[config.mk]
export PLATFORM = sky130hd
export DESIGN_NAME = aes_job_scheduler
export DESIGN_NICKNAME = d
export VERILOG_FILES = /design/src/rtl/aes_pkg.sv /design/src/rtl/aes_rr_arbiter.sv /design/src/rtl/aes_job_scheduler.sv
export SDC_FILE = /design/constraint.sdc
export NUM_CORES = 1
export LEC_CHECK = 0
export ABC_CLOCK_PERIOD_IN_PS = 2300
export CORE_AREA = 10 10 298 300
export DETAILED_ROUTE_END_ITERATION = 7
export DIE_AREA = 0 0 308 310
export SETUP_SLACK_MARGIN = 0.2
export SYNTH_ARGS = -nofsm -noshare
export SYNTH_HDL_FRONTEND = slang
export SYNTH_SLANG_ARGS = --single-unit
[constraint.sdc]
create_clock -name clk -period 2.3 [get_ports clk]
set_input_delay 0.23 -clock clk [delete_from_list [all_inputs] [get_ports clk]]
set_output_delay 0.23 -clock clk [all_outputs]
set_load 0.01 [all_outputs]
[src/rtl/aes_pkg.sv]
// Shared types and constants for the AES job scheduler: FSM states,
// key-length codes, round counts and the klen -> Nr mapping.
package aes_pkg;

  typedef enum logic [2:0] {
    ST_IDLE,
    ST_GRANT,
    ST_CLEAR,
    ST_RUN,
    ST_RESP
  } sched_state_e;

  localparam logic [1:0] KLEN_128 = 2'b00;
  localparam logic [1:0] KLEN_192 = 2'b01;
  localparam logic [1:0] KLEN_256 = 2'b10;
  localparam logic [1:0] KLEN_BAD = 2'b11;

  localparam logic [3:0] NR_128 = 4'd10;
  localparam logic [3:0] NR_192 = 4'd12;
  localparam logic [3:0] NR_256 = 4'd14;

  // Illegal key length maps to 0; such jobs never reach the cores.
  function automatic logic [3:0] klen_to_nr(input logic [1:0] klen);
    case (klen)
      KLEN_128: return NR_128;
      KLEN_192: return NR_192;
      KLEN_256: return NR_256;
      default:  return 4'd0;
    endcase
  endfunction

endpackage

[src/rtl/aes_rr_arbiter.sv]
// Two-way round-robin pick. The pointer names the requester that wins a
// tie; after a grant it moves to the other requester.
module aes_rr_arbiter (
  input  logic       clk,
  input  logic       rst,
  input  logic [1:0] req,
  input  logic       upd,
  input  logic       upd_id,
  output logic       req_any,
  output logic       sel
);

  logic rr_ptr;

  assign req_any = |req;
  assign sel     = req[rr_ptr] ? rr_ptr : ~rr_ptr;

  // Pointer moves past the requester that was actually granted.
  always_ff @(posedge clk) begin
    if (rst)      rr_ptr <= 1'b0;
    else if (upd) rr_ptr <= ~upd_id;
  end

endmodule

[src/rtl/aes_job_scheduler.sv]
// Shares one AES forward/inverse core pair between two requesters.
// One job in flight: IDLE -> GRANT -> CLEAR -> RUN -> RESP.
// Optional watchdog on RUN: define AES_SCHED_TIMEOUT_EN.
module aes_job_scheduler
  import aes_pkg::*;
#(
  parameter int NREQ      = 2,
  parameter int GUARD_CYC = 2,
  parameter int MAX_CYC   = 64
) (
  input  logic                   clk,
  input  logic                   rst,
  input  logic [NREQ-1:0]        req_valid,
  output logic [NREQ-1:0]        req_ready,
  input  logic [NREQ-1:0]        req_dir,
  input  logic [NREQ-1:0][1:0]   req_klen,
  input  logic [NREQ-1:0][127:0] req_data,
  output logic                   core_cs_enc,
  output logic                   core_cs_dec,
  output logic [3:0]             core_nr,
  output logic [127:0]           core_init,
  input  logic                   core_flag_enc,
  input  logic                   core_flag_dec,
  input  logic [127:0]           core_out_enc,
  input  logic [127:0]           core_out_dec,
  output logic                   resp_valid,
  input  logic                   resp_ready,
  output logic                   resp_id,
  output logic [127:0]           resp_data,
  output logic                   resp_err
);

  localparam int CNT_W = $clog2(MAX_CYC + 1);
  localparam logic [CNT_W-1:0] GUARD_C = CNT_W'(GUARD_CYC);
`ifdef AES_SCHED_TIMEOUT_EN
  localparam logic [CNT_W-1:0] LAST_C = CNT_W'(MAX_CYC - 1);
`endif

  sched_state_e     state, state_nx;
  logic             sel_q;
  logic             job_dir;
  logic [CNT_W-1:0] cnt;
  logic             arb_any, arb_sel;
  logic             take, flag_ok, timeout;

  aes_rr_arbiter u_arb (
    .clk     (clk),
    .rst     (rst),
    .req     (req_valid),
    .upd     (take),
    .upd_id  (sel_q),
    .req_any (arb_any),
    .sel     (arb_sel)
  );

  // Requester still presenting its job when the grant pulse is up.
  assign take = (state == ST_GRANT) && req_valid[sel_q];

  // Core flag stays high from the previous job for a few cycles after cs
  // rises, so it only counts once the guard window has passed.
  assign flag_ok = (job_dir ? core_flag_dec : core_flag_enc) && (cnt >= GUARD_C);

`ifdef AES_SCHED_TIMEOUT_EN
  assign timeout = !flag_ok && (cnt == LAST_C);
`else
  assign timeout = 1'b0;
`endif

  // State register plus job/response latches.
  always_ff @(posedge clk) begin
    if (rst) begin
      state     <= ST_IDLE;
      sel_q     <= 1'b0;
      job_dir   <= 1'b0;
      cnt       <= '0;
      core_nr   <= '0;
      core_init <= '0;
      resp_id   <= 1'b0;
      resp_data <= '0;
      resp_err  <= 1'b0;
    end else begin
      state <= state_nx;
      case (state)
        ST_IDLE: if (arb_any) sel_q <= arb_sel;
        ST_GRANT: if (take) begin
          job_dir   <= req_dir[sel_q];
          core_nr   <= klen_to_nr(req_klen[sel_q]);
          core_init <= req_data[sel_q];
          resp_id   <= sel_q;
          resp_err  <= (req_klen[sel_q] == KLEN_BAD);
          resp_data <= '0;
        end
        ST_CLEAR: cnt <= '0;
        ST_RUN: begin
          if (cnt != '1) cnt <= cnt + 1'b1;
          if (flag_ok)      resp_data <= job_dir ? core_out_dec : core_out_enc;
          else if (timeout) resp_err  <= 1'b1;
        end
        default: ;
      endcase
    end
  end

  // Next state and per-state strobes.
  always_comb begin
    state_nx    = state;
    req_ready   = '0;
    core_cs_enc = 1'b0;
    core_cs_dec = 1'b0;
    resp_valid  = 1'b0;
    case (state)
      ST_IDLE: if (arb_any) state_nx = ST_GRANT;
      ST_GRANT: begin
        req_ready[sel_q] = 1'b1;
        if (!take)                              state_nx = ST_IDLE;
        else if (req_klen[sel_q] == KLEN_BAD)   state_nx = ST_RESP;
        else                                    state_nx = ST_CLEAR;
      end
      ST_CLEAR: state_nx = ST_RUN;
      ST_RUN: begin
        core_cs_enc = !job_dir;
        core_cs_dec = job_dir;
        if (flag_ok || timeout) state_nx = ST_RESP;
      end
      ST_RESP: begin
        resp_valid = 1'b1;
        if (resp_ready) state_nx = ST_IDLE;
      end
      default: state_nx = ST_IDLE;
    endcase
  end

endmodule
==> metrics.md, run 1 <==
| Metric | Value |
|---|---|
| Outcome | `complete, no violations` |
| Die area | `95500 µm²` |
| First-pass GRT wire length | `102000 µm` |
| Vias in the first global route | `13300` |
| FP Rows | `106` |
| Register bit total from synthesis | `274` |
| Reg power frac | `0.384` |
| Wire per inst | `24.1 µm` |
| Routed vias/inst | `4.14` |
| Detailed Route Iter0 Violations | `649` |
| Clock power frac | `0.424` |
| I/O Pins | `792` |
| CTS tree | `built` |
| Number of max-cap violations | `0` |
| Number of routed nets with antenna violations | `0` |
| Die width | `308 µm` |
| Clock Skew | `0.0170 ns` |
| Slew HR | `0.456` |
| Seq/Total Area, Yosys | `0.456` |
| # nets final | `2598` |
| Warnings from Yosys | `0` |
| Vias | `13100` |
| Pre-Repair DR Iteration Count | `4` |
| Avg Synthesized Cell Area | `9.48 µm²` |
| Slew Limit Fails | `0` |
| Ys flop type | `dfxtp_1` |
| Critical Path Start Type | `flip-flop` |
| Crit path max fanout | `10` |
| Chip Height | `310 µm` |
| PwrDens | `568 nW/µm²` |
| Post-DP HPWL | `61400 µm` |
| Cells after Synth | `1270` |
| Crit path arrival time | `2.53 ns` |
| Switching part of the total power | `0.259` |
| Initial core utilization | `0.145` |
| Worst min-delay path class | `input port to flip-flop` |
| Placed cell areas | `21400 µm²` |
| Max Clk Rate | `477 MHz` |
| Largest net degree at the start of global routing | `129` |
| H-tree depth | `2` |
| RSZ-0062 raised after global routing | `yes` |
| Sum Neg Setup Slack | `0 ns` |
| Clk sinks | `274` |
| Comb power frac | `0.191` |
| Internal power | `9.63 mW` |
| Area Growth Syn to Fin | `90.2%` |
| Worst-margin pin slew | `0.816 ns` |
| GR Overflow Total | `0` |
| Leakage | `7.66 nW` |
| Initial antenna violation count | `20` |
| Num CTS Buffers | `35` |
| Final Power | `13.0 mW` |
| Tcrit/Tclk final | `0.911` |
| Final WL | `76400 µm` |
| Crit path kind | `flip-flop to flip-flop` |
| Clk slew on worst S/H paths | `0.06 ns` |
| Tmin final | `2.09 ns` |
| Layout cell share with drive strength beyond 1 | `0.0903` |
| # port buffers | `790` |
| Setup violators final | `0` |
| Clk buf depth | `3` |
| Peak supply drop | `0.535 mV` |
| Mapped cell area | `12000 µm²` |
| Design Area, Final | `22900 µm²` |
| RePlAce Congestion | `0.864` |
| Post-synth cell types | `47` |
| WP data required | `2.73 ns` |
| Post-synth ARST share | `0` |
| Worst-skew pair later-pin latency | `0.55 ns` |
| Worst setup EP type | `flip-flop` |
| Switching power total | `3.37 mW` |
| Final hold viol count | `0` |
| Post-synth EDFFs | `0` |
| Root Buffer | `clkbuf_16` |
| Syn nets | `1799` |
| Drt drc | `0` |
| Core area | `82900 µm²` |
| Total GRT Usage | `0.146` |
power by group through the flow:
stage                     Sequential (mW)  Clock, mW  Combinational (mW)
after floorplan                      5.16          0               0.770
after global placement               5.09          0                2.50
after detailed placement             5.10          0                2.49
after CTS                            5.00       5.74                2.51
after global routing                 5.02       5.93                2.66
final                                5.00       5.52                2.49
routing by layer:
| layer | wire length (µm) | track usage | up-vias |
|---|---|---|---|
| met1 | 31400 | 0.174 | 6161 |
| li1 | - | - | 6319 |
| met4 | 882 | 0.0199 | 4 |
| met5 | 38 | 0 | - |
| met2 | 37500 | 0.258 | 573 |
| met3 | 6670 | 0.0507 | 72 |
cells in the mapped netlist, types with 2 or more instances:
| cell | number | area [µm²] |
|---|---|---|
| a21oi_1 | 135 | 676 |
| buf_2 | 45 | 225 |
| nor3_1 | 133 | 666 |
| nand2_1 | 138 | 518 |
| o211ai_1 | 3 | 22.5 |
| nor2_1 | 10 | 37.5 |
| mux2i_1 | 129 | 1290 |
| buf_4 | 16 | 120 |
| o31ai_1 | 2 | 15.0 |
| a31o_2 | 8 | 70.1 |
| mux2_2 | 3 | 33.8 |
| nor2_2 | 2 | 12.5 |
| nand2b_1 | 4 | 25.0 |
| nand3_1 | 5 | 25.0 |
| a31o_1 | 120 | 1050 |
| ha_1 | 4 | 50.1 |
| dfxtp_1 | 274 | 5490 |
| nor2b_1 | 3 | 18.8 |
| and2_1 | 2 | 12.5 |
| o21ai_0 | 3 | 15.0 |
| xor2_1 | 3 | 26.3 |
| a22oi_1 | 129 | 968 |
| inv_1 | 6 | 22.5 |
| buf_6 | 24 | 270 |
| a21o_1 | 2 | 15.0 |
| clkbuf_1 | 45 | 169 |
| nor3b_1 | 2 | 15.0 |
layout make-up:
class                      count  area (µm²)
antenna                        1        2.50
clock buffer                  50         972
clock inverter                11         145
fill                        8755       60000
inverter                       6        22.5
multi-input combinational    857        5790
sequential                   274        5490
tap                         1080        1350
timing repair buffer         895        9120
logic make-up (layout without fill, tap and decap cells):
| logic type | Yosys count | after routing | synth area share |
|---|---|---|---|
| mux | 132 | 132 | 0.110 |
| buf+inv | 139 | 962 | 0.0690 |
| xor+xnor | 3 | 3 | 0.00218 |
| other cells | 1 | 2 | 0.000311 |
| simple gates | 308 | 308 | 0.117 |
| compound gates | 409 | 409 | 0.242 |
| fa+ha+maj | 4 | 4 | 0.00416 |
| flops | 274 | 274 | 0.456 |
repair_timing:
item	4_1_cts	5_1_grt
buffers inserted	0	12
resized for setup	14	29
endpoints found under the hold margin	11	0
pin swaps	0	4
hold buffers	1	0
endpoints found under the setup margin	22	107
gates cloned	1	8
placed cells by master (no fill, tap or decap), drive strengths merged, types with 2 or more instances in the layout:
| cell | synthesis | layout |
|---|---|---|
| dfxtp | 274 | 274 |
| clkbuf | 46 | 58 |
| nor3b | 2 | 2 |
| or4 | 2 | 2 |
| mux2 | 3 | 3 |
| a21oi | 136 | 136 |
| o211ai | 4 | 4 |
| inv | 6 | 9 |
| nand2 | 138 | 138 |
| o21ai | 3 | 3 |
| clkdlybuf4s50 | 0 | 784 |
| clkdlybuf4s15 | 0 | 2 |
| o31ai | 2 | 2 |
| bufinv | 0 | 3 |
| nor2b | 3 | 3 |
| xor2 | 3 | 3 |
| nand2b | 4 | 4 |
| clkinv | 0 | 5 |
| nand3 | 5 | 5 |
| a21o | 2 | 2 |
| buf | 87 | 99 |
| a22oi | 129 | 129 |
| nor2 | 13 | 13 |
| nor3 | 133 | 133 |
| a31o | 128 | 128 |
| and2 | 2 | 2 |
| ha | 4 | 4 |
| mux2i | 129 | 129 |
stage by stage:
stage / std cells / utilization / hold slack (ns) / worst slack (ns)
floorplan: 1270 / - / 0.366 / 0.386
global placement: 3090 / 0.258 / 0.436 / 0.201
detailed placement: 3090 / 0.258 / 0.442 / 0.175
CTS: 3153 / 0.272 / 0.252 / 0.173
global route: 3173 / 0.276 / 0.267 / 0.147
finish: 3174 / 0.276 / 0.288 / 0.206
worst max-delay path: stages (launching register included):
cell,delay [ns]
dfxtp_2,0.33
inv_2,0.04
ha_4,0.14
or4_4,0.43
o211ai_4,0.20
buf_6,0.14
buf_12,0.16
buf_6,0.13
buf_16,0.12
nor3_1,0.05
a31o_2,0.22
registers in the layout (all words and copies together) (netlist names):
signal and count:
resp_id 1, core_nr 3, state 3, core_init 128
resp_err 1, resp_data 128, sel_q 1, job_dir 1
u_arb.rr_ptr 1, cnt 7
final timing paths:
| kind | startpoint | to | slack, ns | cells past startpoint |
|---|---|---|---|---|
| setup / recovery | cnt[0] | resp_data[127] | 0.21 | 10 |
| hold / removal | req_data[103] | core_init[103] | 0.29 | 3 |
| setup reg to reg | cnt[0] | resp_data[127] | 0.21 | 10 |
| hold reg to reg | core_init[123] | core_init[123] | 0.45 | 2 |
No activity file was read; power rests on OpenSTA's default activity.
==> inputs of run 2 (changes only) <==
PLACE_DENSITY = 0.36   (was default)
SETUP_SLACK_MARGIN = 0.5   (was 0.2)
==> metrics.md, run 2 (synthesis results as in run 1) <==
| Metric | Value |
|---|---|
| CP Capture Point | `resp_data[19]` |
| WP data required | `2.79 ns (+0.06 ns)` |
| FF-to-FF setup slack | `0.28 ns (+0.07 ns)` |
| CTS tree | `built` |
| Sum Neg Setup Slack | `0 ns (unchanged)` |
| Area Growth Syn to Fin | `117%` |
| Num CTS Buffers | `38 (+8.6%)` |
| Vias in the first global route | `14100 (+6.3%)` |
| Tcrit/Tclk final | `0.879 (-0.0312)` |
| Total GRT Usage | `0.151 (+0.00437)` |
| Clk buf depth | `3 (unchanged)` |
| Worst min-delay path class | `input port to flip-flop` |
| Die area | `95500 µm² (unchanged)` |
| Clk sinks | `274 (unchanged)` |
| Vias | `13700 (+4.3%)` |
| Antenna cells | `0 (-1)` |
| Final WL | `79500 µm (+4.0%)` |
| Cts-stage hold buffer count | `0 (-1)` |
| Outcome | `complete, no violations` |
| Crit path launch | `cnt[0]` |
| Critical Path Start Type | `flip-flop` |
| Endpoint of the worst-slack reg-to-reg timing path | `resp_data[19]` |
| GR Overflow Total | `0 (unchanged)` |
| R2r startpoint | `cnt[0]` |
| Largest net degree at the start of global routing | `134 (+3.9%)` |
| Initial core utilization | `0.145 (unchanged)` |
| Crit path arrival time | `2.52 ns (about the same)` |
| Crit path kind | `flip-flop to flip-flop` |
| Util after Layout | `0.316 (+0.0394)` |
| Detailed Route Iter0 Violations | `569 (-12%)` |
| Initial antenna violation count | `18 (-10%)` |
| Setup violators final | `0 (unchanged)` |
| Number of routed nets with antenna violations | `0 (unchanged)` |
| Most frequent cells in the layout | `750 x clkdlybuf4s50_1, 266 x dfxtp_1, 129 x mux2i_1, 125 x a22oi_1, 123 x a21oi_2` |
| Chip Height | `310 µm (unchanged)` |
| Routed vias/inst | `4.22 (+2.1%)` |
| DP Cell Count | `3071 (-0.61%)` |
| FP Rows | `106 (unchanged)` |
| Crit path max fanout | `9 (-1)` |
| Reg2reg path depth | `10 (unchanged)` |
| # nets final | `2669 (+2.7%)` |
| H-tree depth | `2 (unchanged)` |
| Layout cell share with drive strength beyond 1 | `0.259 (+0.169)` |
| Non-Filler Instances | `3243 (+2.2%)` |
| RePlAce Congestion | `0.769 (-11%)` |
| Max Clk Rate | `494 MHz (+3.5%)` |
| First-pass GRT wire length | `105000 µm (+3.2%)` |
| HP Start | `rst` |
| Slew Limit Fails | `0 (unchanged)` |
| Die width | `308 µm (unchanged)` |
| Wire per inst | `24.5 µm (+1.8%)` |
| RSZ-0062 raised after global routing | `yes` |
| Peak supply drop | `0.475 mV (-11%)` |
| Worst setup EP type | `flip-flop` |
| # port buffers | `790 (unchanged)` |
| Tmin final | `2.02 ns (-0.0716 ns)` |
| Regs by FF count | `core_init (128), resp_data (128), cnt (7)` |
| Final Power | `14.0 mW (+7.8%)` |
| Number of max-cap violations | `0 (unchanged)` |
| Drt drc | `0 (unchanged)` |
| Worst-skew pair later-pin latency | `0.55 ns (about the same)` |
| Clock Skew | `0.0218 ns (+0.00480 ns)` |
| Worst-margin pin slew | `1.13 ns (+0.316 ns)` |
| PwrDens | `536 nW/µm² (-5.6%)` |
| Core area | `82900 µm² (unchanged)` |
| Slew HR | `0.246 (-0.210)` |
| Leakage | `9.46 nW (+24%)` |
| I/O Pins | `792 (unchanged)` |
| Post-DP HPWL | `57900 µm (-5.7%)` |
| Pre-Repair DR Iteration Count | `4 (unchanged)` |
| Root Buffer | `clkbuf_16` |
| Final hold viol count | `0 (unchanged)` |
| Commonest non-fill, non-tap cell in the layout | `clkdlybuf4s50_1` |
| Clk slew on worst S/H paths | `0.06 ns (about the same)` |
## run 2: cell types whose count changed in the layout (fill, tap and decap cells not counted), moves of 12 or more
cell             change
nor3_1              -39
nand2_4            +114
a21oi_2            +123
clkbuf_16           +12
nor3_2              +34
clkdlybuf4s50_1     -34
a21oi_1            -123
buf_16              +23
buf_6               +20
nand2_1            -125
dlymetal6s2s_1      +33
buf_12              +19
## run 2: where the power goes
group | leakage [nW] | switching (mW) | total, mW | internal, mW
combinational | 6.67 | 1.35 | 3.19 | 1.85
sequential | 2.22 | 0.158 | 5.07 | 4.91
clock | 0.573 | 2.30 | 5.76 | 3.45
total | 9.46 | 3.81 | 14.0 | 10.2
## run 2: cell type report
class | count | area [µm²]
Tap cell | 1080 | 1350
Fill cell | 8566 | 56700
Sequential cell | 274 | 5500
Timing Repair Buffer | 961 | 10700
Clock buffer | 55 | 1080
Inverter | 6 | 22.5
Clock inverter | 8 | 100
Multi-Input combinational cell | 859 | 7430
## run 2: layer usage
metal  global-route usage  wire length, µm  up-vias
met1                0.158            29100     6499
li1                     -                -     6502
met3               0.0610             7370      120
met2                0.275            40700      555
met5                    0              127        -
met4               0.0438             2230       18
## run 2: worst min path at each step
stage,to,depth (start not counted),slack (ns)
6_report,job_dir,2,0.06
5_1_grt,job_dir,2,0.05
4_1_cts,core_init[74],2,0.03
3_5_place_dp,core_init[98],2,0.44
3_3_place_gp,core_init[6],2,0.44
2_1_floorplan,core_init[103],2,0.37
## run 2: worst max-delay path: stages (launching register included)
cell and delay [ns]:
dfxtp_4 0.34, inv_2 0.04, ha_4 0.14, or4_4 0.43, o211ai_4 0.20, buf_12 0.16, buf_12 0.16, buf_8 0.13
buf_12 0.10, buf_16 0.11, a31o_1 0.14
## run 2: metrics by stage
step	worst slack, ns	hold slack [ns]	area [µm²]
5_1_grt	0.209	0.0533	26200
3_5_place_dp	-0.0401	0.443	21300
6_report	0.277	0.0588	26200
4_1_cts	0.233	0.0251	23800
2_1_floorplan	0.476	0.366	12100
3_3_place_gp	-0.0378	0.437	21300
## run 2: timing repair
action / in CTS / in global routing
endpoints found under the setup margin: 293 / 301
buffers inserted: 49 / 21
pin swaps: 17 / 125
resized for setup: 98 / 472
gates cloned: 23 / 16
==> inputs of run 3 (changes only) <==
PLACE_DENSITY = 0.4   (was 0.36)
==> metrics.md, run 3 (synthesis results as in run 1) <==
| Metric | Value |
|---|---|
| Detailed Route Iter0 Violations | `544 (-4.4%)` |
| Switching part of the total power | `0.269 (-0.00314)` |
| Die width | `308 µm (unchanged)` |
| Vias in the first global route | `14000 (-0.66%)` |
| Tmin final | `2.00 ns (-0.0222 ns)` |
| Peak supply drop | `0.370 mV (-22%)` |
| GR Util met3 | `0.0531 (-0.00795)` |
| Internal power | `10.2 mW (-0.26%)` |
| Final WL | `80300 µm (+0.96%)` |
| Initial core utilization | `0.145 (unchanged)` |
| Crit-path slowest cell | `or4_4` |
| PwrDens | `536 nW/µm² (about the same)` |
| Chip Height | `310 µm (unchanged)` |
| Number of routed nets with antenna violations | `0 (unchanged)` |
| Clk sinks | `274 (unchanged)` |
| Wire per inst | `24.8 µm (+1.2%)` |
| RSZ-0062 raised after global routing | `yes` |
| Final hold viol count | `0 (unchanged)` |
| FP Rows | `106 (unchanged)` |
| Slew Limit Fails | `0 (unchanged)` |
| GR Util met2 | `0.265 (-0.0103)` |
| Critical Path Start Type | `flip-flop` |
| Reg power frac | `0.363 (about the same)` |
| Setup violators final | `0 (unchanged)` |
| Tcrit/Tclk final | `0.870 (-0.00965)` |
| Outcome | `complete, no violations` |
| Routed vias/inst | `4.24 (+0.30%)` |
| First-pass GRT wire length | `102000 µm (-3.1%)` |
| Die area | `95500 µm² (unchanged)` |
| H-tree depth | `2 (unchanged)` |
| GR Overflow Total | `0 (unchanged)` |
| Drt drc | `0 (unchanged)` |
| Post-Place Worst Slack | `0.0470 ns (+0.0871 ns)` |
| Clock power frac | `0.402 (-0.009)` |
| # port buffers | `790 (unchanged)` |
| CTS tree | `built` |
| Clk buf depth | `3 (unchanged)` |
| Max Clk Rate | `500 MHz (+1.1%)` |
| Worst-skew pair later-pin latency | `0.54 ns (about the same)` |
| Leakage | `9.24 nW (-2.3%)` |
| Crit path max-delay family | `buffers and inverters` |
| Crit path max fanout | `25 (+16)` |
| Clock Skew | `0.0114 ns (-0.0104 ns)` |
| Worst path bufs/invs | `4 (-2)` |
| Number of max-cap violations | `0 (unchanged)` |
| # nets final | `2656 (-0.49%)` |
| Largest net degree at the start of global routing | `109 (-19%)` |
| Switching power total | `3.74 mW (-1.8%)` |
| Slew HR | `0.483 (+0.237)` |
| CP peak stage delay | `0.43 ns (about the same)` |
| Area Growth Syn to Fin | `116%` |
| Placed cell areas | `21300 µm² (about the same)` |
| Vias | `13700 (+0.022%)` |
| Most frequent cells in the layout | `754 x clkdlybuf4s50_1, 267 x dfxtp_1, 129 x mux2i_1, 128 x nor3_1, 120 x a31o_1` |
| Regs by FF count | `core_init (128), resp_data (128), cnt (7)` |
| Layout cell share with drive strength beyond 1 | `0.241 (-0.0179)` |
| Commonest non-fill, non-tap cell in the layout | `clkdlybuf4s50_1` |
| Num CTS Buffers | `36 (-5.3%)` |
| Initial antenna violation count | `12 (-6)` |
| Total GRT Usage | `0.145 (-0.00544)` |
| I/O Pins | `792 (unchanged)` |
| Met1 usage | `0.154 (-0.00350)` |
| Worst min-delay path class | `input port to flip-flop` |
| RePlAce Congestion | `0.789 (+2.6%)` |
| Worst setup EP type | `flip-flop` |
| Design Area, Final | `26000 µm² (-0.68%)` |
| Comb power frac | `0.235 (+0.007)` |
| Worst Slack Setup Final | `0.300 ns (+0.0222 ns)` |
| Worst-margin pin slew | `0.775 ns (-0.356 ns)` |
| Global route hottest layer | `met2` |
| Sum Neg Setup Slack | `0 ns (unchanged)` |
| Crit path arrival time | `2.48 ns (-0.04 ns)` |
| Cell Chain, Critical Path | `inv_2 > ha_4 > or4_4 > o211ai_4 > buf_12 > buf_16 > bufbuf_16 > a31o_1` |
| Pre-Repair DR Iteration Count | `4 (unchanged)` |
| WP data required | `2.78 ns (about the same)` |
| Clk slew on worst S/H paths | `0.06 ns (about the same)` |
| Post-DP HPWL | `57900 µm (about the same)` |
| Root Buffer | `clkbuf_16` |
| Core area | `82900 µm² (unchanged)` |
| Crit path kind | `flip-flop to flip-flop` |
run 3: timing repair:
action / CTS / global route
hold buffers: 1 / 0
gates resized for setup: 51 / 459
pin swaps: 7 / 172
setup endpoints to repair: 294 / 299
gates cloned: 9 / 45
endpoints found under the hold margin: 2 / 0
buffers inserted: 23 / 22
run 3: path summary, 6_finish.rpt:
path / startpoint / endpoint / slack (ns) / depth (start not counted)
worst min register to register: core_init[112] / core_init[112] / 0.45 / 2
worst max register to register: cnt[0] / resp_data[36] / 0.30 / 8
worst max-delay path: cnt[0] / resp_data[36] / 0.30 / 8
worst min-delay path: req_data[103] / core_init[103] / 0.32 / 3
run 3: tightest hold or removal path: cells and delay by family:
family / cells / cell delay, ns
buffers and inverters: 1 / 0.42
and+or+nand+nor: 1 / 0.09
AOI/OAI and AO/OA: 1 / 0.06
run 3: cell type report:
cell class | instances | area, µm²
Multi-Input combinational cell | 858 | 7170
Fill cell | 8443 | 56900
Timing Repair Buffer | 951 | 10800
Tap cell | 1080 | 1350
Clock inverter | 8 | 96.3
Antenna cell | 5 | 12.5
Sequential cell | 274 | 5500
Inverter | 6 | 22.5
Clock buffer | 52 | 1050
run 3: per-stage QoR:
stage | std cells | power [mW] | hold WS [ns] | util
6_report | 3234 | 13.9 | 0.318 | 0.314
3_3_place_gp | 3069 | 7.59 | 0.439 | 0.257
2_1_floorplan | 1270 | 5.93 | 0.366 | -
3_5_place_dp | 3069 | 7.59 | 0.442 | 0.257
5_1_grt | 3233 | 14.5 | 0.309 | 0.313
4_1_cts | 3162 | 13.5 | 0.303 | 0.278
run 3: layer usage:
layer | vias to the layer above | share of wire
li1 | 6470 | -
met1 | 6570 | 0.37
met2 | 554 | 0.51
met3 | 95 | 0.090
met4 | 8 | 0.032
met5 | - | 0.00078
run 3: power by group through the flow:
stage	Clock [mW]	Sequential, mW	Combinational (mW)
final	5.60	5.05	3.27
after global routing	5.99	5.07	3.47
after CTS	5.85	5.00	2.65
after detailed placement	0	5.10	2.49
after global placement	0	5.09	2.50
after floorplan	0	5.16	0.770
